File: config.mk
export PLATFORM = sky130hd
export DESIGN_NAME = uart_tx_feeder
export DESIGN_NICKNAME = d
export VERILOG_FILES = /design/src/rtl/uart_pkg.sv /design/src/rtl/sync_fifo_8.sv /design/src/rtl/uart_tx_feeder.sv
export SDC_FILE = /design/constraint.sdc
export NUM_CORES = 1
export LEC_CHECK = 0
export ABC_AREA = 1
export ABC_CLOCK_PERIOD_IN_PS = 2100
export BUFFER_PORTS_ARGS = -buffer_cell sky130_fd_sc_hd__buf_2
export CAP_MARGIN = 20
export CORE_ASPECT_RATIO = 0.9
export CORE_MARGIN = 1
export CORE_UTILIZATION = 28
export CTS_CLUSTER_DIAMETER = 40
export DETAILED_ROUTE_END_ITERATION = 7
export PLACE_DENSITY = 0.53
export SYNTH_ARGS = -nofsm -noshare
export SYNTH_HDL_FRONTEND = slang
export SYNTH_SLANG_ARGS = --single-unit
File: constraint.sdc
create_clock -name clk -period 2.1 [get_ports clk]
set_clock_uncertainty 0.1 [all_clocks]
set_input_delay 0.21 -clock clk [delete_from_list [all_inputs] [get_ports clk]]
set_output_delay 0.21 -clock clk [all_outputs]
set_load 0.01 [all_outputs]
File: src/rtl/uart_pkg.sv
// Shared UART definitions: byte width and transmit feeder FSM states.
// Ports: none (package only).
package uart_pkg;

    localparam int BYTE_W = 8;

    typedef enum logic [1:0] {
        S_IDLE  = 2'd0,
        S_START = 2'd1,
        S_BUSY  = 2'd2
    } tx_state_e;

endpackage

File: src/rtl/sync_fifo_8.sv
// Byte-wide synchronous FIFO with level tracking and flush.
// Ports: clk, rst, flush, push, pop, wr_data -> rd_data (head), level, full, empty.
module sync_fifo_8
    import uart_pkg::*;
#(
    parameter int DEPTH = 16
) (
    input  logic                       clk,
    input  logic                       rst,
    input  logic                       flush,
    input  logic                       push,
    input  logic                       pop,
    input  logic [BYTE_W-1:0]          wr_data,
    output logic [BYTE_W-1:0]          rd_data,
    output logic [$clog2(DEPTH):0]     level,
    output logic                       full,
    output logic                       empty
);

    localparam int AW    = $clog2(DEPTH);
    localparam int LVL_W = AW + 1;

    logic [BYTE_W-1:0] mem [DEPTH];
    logic [AW-1:0]     wr_ptr;
    logic [AW-1:0]     rd_ptr;

    // Storage has no reset; only pointers and level define contents.
    always_ff @(posedge clk) begin
        if (push) begin
            mem[wr_ptr] <= wr_data;
        end
    end

    always_ff @(posedge clk) begin
        if (rst || flush) begin
            wr_ptr <= '0;
            rd_ptr <= '0;
            level  <= '0;
        end else begin
            if (push) begin
                wr_ptr <= wr_ptr + AW'(1);
            end
            if (pop) begin
                rd_ptr <= rd_ptr + AW'(1);
            end
            if (push && !pop) begin
                level <= level + LVL_W'(1);
            end else if (!push && pop) begin
                level <= level - LVL_W'(1);
            end
        end
    end

    assign rd_data = mem[rd_ptr];
    assign full    = (level == LVL_W'(DEPTH));
    assign empty   = (level == '0);

endmodule

File: src/rtl/uart_tx_feeder.sv
// Buffers bus-side bytes and issues them to uarttx via tx_start/tx_byte/tx_ready.
// Ports: wr_en/wr_data/flush/ovf_clr in; full/empty/level/overflow/busy status; tx_* handshake.
module uart_tx_feeder
    import uart_pkg::*;
#(
    parameter int DEPTH = 16,
    localparam int LVL_W = $clog2(DEPTH) + 1
) (
    input  logic              clk,
    input  logic              rst,
    input  logic              wr_en,
    input  logic [BYTE_W-1:0] wr_data,
    input  logic              flush,
    input  logic              ovf_clr,
    output logic              full,
    output logic              empty,
    output logic [LVL_W-1:0]  level,
    output logic              overflow,
    output logic              busy,
    output logic              tx_start,
    output logic [BYTE_W-1:0] tx_byte,
    input  logic              tx_ready
);

    tx_state_e         state;
    tx_state_e         state_d;
    logic              start_d;
    logic [BYTE_W-1:0] byte_d;
    logic [BYTE_W-1:0] head;
    logic              push;
    logic              pop;
    logic              drop;

    // full is the start-of-cycle value, so a same-cycle pop never makes room.
    assign push = wr_en && !full && !flush;
    assign drop = wr_en && full && !flush;

    sync_fifo_8 #(
        .DEPTH (DEPTH)
    ) u_fifo (
        .clk     (clk),
        .rst     (rst),
        .flush   (flush),
        .push    (push),
        .pop     (pop),
        .wr_data (wr_data),
        .rd_data (head),
        .level   (level),
        .full    (full),
        .empty   (empty)
    );

    always_ff @(posedge clk) begin
        if (rst) begin
            state    <= S_IDLE;
            tx_start <= 1'b0;
            tx_byte  <= '0;
        end else begin
            state    <= state_d;
            tx_start <= start_d;
            tx_byte  <= byte_d;
        end
    end

    // tx_start is registered: uarttx drops tx_ready while tx_start is high.
    always_comb begin
        state_d = state;
        start_d = 1'b0;
        byte_d  = tx_byte;
        pop     = 1'b0;
        unique case (state)
            S_IDLE: begin
                if (!empty && tx_ready && !flush) begin
                    pop     = 1'b1;
                    byte_d  = head;
                    start_d = 1'b1;
                    state_d = S_START;
                end
            end
            S_START: state_d = S_BUSY;
            S_BUSY: begin
                if (tx_ready) begin
                    state_d = S_IDLE;
                end
            end
            default: state_d = S_IDLE;
        endcase
    end

    // A set wins over a same-cycle clear.
    always_ff @(posedge clk) begin
        if (rst) begin
            overflow <= 1'b0;
        end else if (drop) begin
            overflow <= 1'b1;
        end else if (ovf_clr) begin
            overflow <= 1'b0;
        end
    end

    assign busy = !empty || (state != S_IDLE) || !tx_ready;

endmodule
==> metrics.yaml <==
cts_buffer_depth: 2
worstMarginPinSlew_ps: 475
ys_seq_area_frac: 0.643
vias: 4600
antenna_found_initial: 0
worst-path-buf-inv: 2
post_drt_wl_per_cell_um: 15.0
grt_use_total: 0.137
clkSinkCount: 153
period_needed_ps: 2010
dr.pass1.iters: 6
hold_violations: 0
slew_headroom: 0.683
num_antenna_cells: 0
drv_cap: 0
grt-ovfl-total: 0
synth_area_leader_cell: "edfxtp_1"
syn_inst: 677
die_h_um: 149
synthTopCellsByArea: "edfxtp_1 57%, nand2_1 12%, dfxtp_1 7.4%"
crit_fanout: 4
num_io_pins: 32
floorplan.initialDensity: 0.287
grt_start_max_net_pins: 41
place.gp.congestion: 0.768
cts_buffers: 17
p_leak_nw: 3.45
timing.final.crit_share: 0.958
cts.clk_slew.worst_paths_ps: 60
start_kind: "register"
fin_nets: 770
synth-seq-cells: 153
yosysWarnings: 0
setup_viol: 0
final_antenna_net_count: 0
path_delay_family: "simple AND/OR/NAND/NOR gates"
cts-root-buf: "clkbuf_16"
port-buffer-count: 31
syn_to_final_growth_pct: 20.1
cts_tree: "yes"
syn_area_per_cell_sq_um: 9.98
required_ps: 2360
critPathMaxStageDelay_ps: 330
synth_area_sq_mm: 0.00676
drv_slew: 0
cp.arrival_ps: 2270
slowest_stage: "dfxtp_2"
powerDensity_mw_per_mm2: 832
core_sq_mm: 0.0235
syn_nets: 702
failed_checks: "DRC"
crit_path_end_kind: "register"
fmaxAchievable_mhz: 497
grt_pass1_vias: 4583
clock_latency_ps: 430
die_area_sq_mm: 0.0248
htree_levels: 4
post-dp-hpwl_um: 9950
dr.first_iter.drc_count: 388
drt-total-wl_um: 15900
path_class: "register to register"
synth_cell_types: 27
yosysTopAreaCellShare: 0.569
num_rows: 53
grt_pass1_wl_um: 25000
fillers: 2389
die_w_um: 166
routed_via_density: 4.34
setup_tns_ps: 0
hold_class: "input port to register"
drc: 1
final_util: 0.345
drive_gt1_frac: 0.170
status: "finished with violations"
ir_drop_mv: 0.560
cp_cell_sequence: "nor2_4 -> nand4_4 -> nand2_4 -> nor2_8 -> inv_4 -> ha_4 -> inv_4 -> ha_1 -> nand2_1 -> o21ai_1 -> xor2_1 -> nand2_1 -> a21oi_2"
==> routing by layer <==
| metal | up-vias | GRT usage | part of all wire |
|---|---|---|---|
| met3 | 28 | 0.0356 | 0.044 |
| met4 | 0 | 0.0598 | 0.027 |
| li1 | 2328 | - | - |
| met2 | 96 | 0.223 | 0.47 |
| met5 | - | 0 | 0 |
| met1 | 2148 | 0.171 | 0.46 |
==> final timing paths <==
check | from | slack, ps | end | cells after the start
min reg2reg | state[1]$_SDFFE_PP0P_ | 390 | state[1]$_SDFFE_PP0P_ | 3
min | tx_ready | 50 | state[1]$_SDFFE_PP0P_ | 4
max | u_fifo.level[0]$_SDFFE_PP0P_ | 90 | u_fifo.level[4]$_SDFFE_PP0P_ | 13
max reg2reg | u_fifo.level[0]$_SDFFE_PP0P_ | 90 | u_fifo.level[4]$_SDFFE_PP0P_ | 13
==> Yosys cell counts <==
cell and number:
a21oi_1 13, a21oi_2 2, buf_2 15, buf_4 4, buf_6 6, clkbuf_1 1, clkinv_1 2, dfxtp_1 25
edfxtp_1 128, fa_1 1, ha_1 10, inv_1 94, inv_2 3, inv_4 1, nand2_1 222, nand2_2 3
nand2_4 1, nand3_1 92, nand4_1 1, nand4_2 1, nor2_1 26, nor2_2 1, nor2_8 1, o21a_1 8
o21ai_0 9, xnor2_1 2, xor2_1 5
==> cell usage in the layout, fill, tap and decap left out <==
master	count
nand2_1	221
edfxtp_1	128
nand3_1	92
inv_1	88
buf_4	39
buf_2	31
nor2_1	25
dfxtp_1	19
clkbuf_16	17
a21oi_1	11
o21a_1	8
inv_2	7
o21ai_0	7
ha_1	7
clkbuf_1	7
dfxtp_2	6
xor2_1	5
clkinv_1	4
a21oi_2	4
nand2_2	3
inv_4	3
ha_4	3
clkbuf_8	3
buf_12	3
nor2_4	2
nand2_4	2
o21ai_1	2
xnor2_1	2
dlygate4sd3_1	2
nand4_1	1
nand4_4	1
nor2_8	1
fa_2	1
clkinv_2	1
bufinv_16	1
clkinvlp_4	1
==> stage by stage <==
step	power (mW)	instances	area (sq um)	setup slack [ps]	hold slack (ps)
after global routing	6.99	1060	8120	-13.1	49.6
after floorplan	3.73	677	6780	7.88	179
after detailed placement	3.94	1024	7480	-23.8	318
final	6.76	1060	8120	87.2	48.7
after CTS	6.81	1058	8050	30.1	32.3
after global placement	3.94	1024	7480	2.34	311
==> registers in the layout (all words and copies together), names as in the netlist <==
| register | count |
|---|---|
| overflow | 1 |
| state | 2 |
| tx_byte | 8 |
| tx_start | 1 |
| u_fifo.level | 5 |
| u_fifo.mem | 128 |
| u_fifo.rd_ptr | 4 |
| u_fifo.wr_ptr | 4 |
==> worst reg2reg max path, stage by stage, from the launching register on <==
cell     delay, ps
dfxtp_2        330
nor2_4         130
nand4_4        100
nand2_4        120
nor2_8          40
inv_4           60
ha_4           160
inv_4           60
ha_1           280
nand2_1         50
o21ai_1        150
xor2_1         160
nand2_1         80
a21oi_2        120
==> where the power goes <==
group | internal, mW | switching [mW]
clock | 1.71 | 1.14
sequential | 3.32 | 0.0189
combinational | 0.202 | 0.359
==> cell type report <==
type                       count  area [sq um]  area share
tap                          302           378      0.0465
timing repair buffer          75           528      0.0650
clock buffer                  27           493      0.0607
multi-input combinational    398          1940       0.239
clock inverter                 5          50.0     0.00616
sequential                   153          4350       0.536
inverter                     100           383      0.0471
==> logic make-up (layout without fill, tap and decap cells) <==
family	count (synthesis)	after routing	synth area share
AOI/OAI and AO/OA	32	32	0.0278
adders and majority gates	11	11	0.0215
DFF	153	153	0.643
buffers and inverters	126	207	0.0820
and+or+nand+nor	348	348	0.217
xor gates and xnor gates	7	7	0.00907
==> repair_timing <==
action                                 CTS  global route
cloned                                   0             0
setup endpoints to repair                2             2
hold buffers                             2             0
endpoints found under the hold margin    1             0
pin swaps                                2             7
setup buffers                            0             2
gates resized for setup                  3            14
Note: power is estimated with default switching activity, not from simulation.
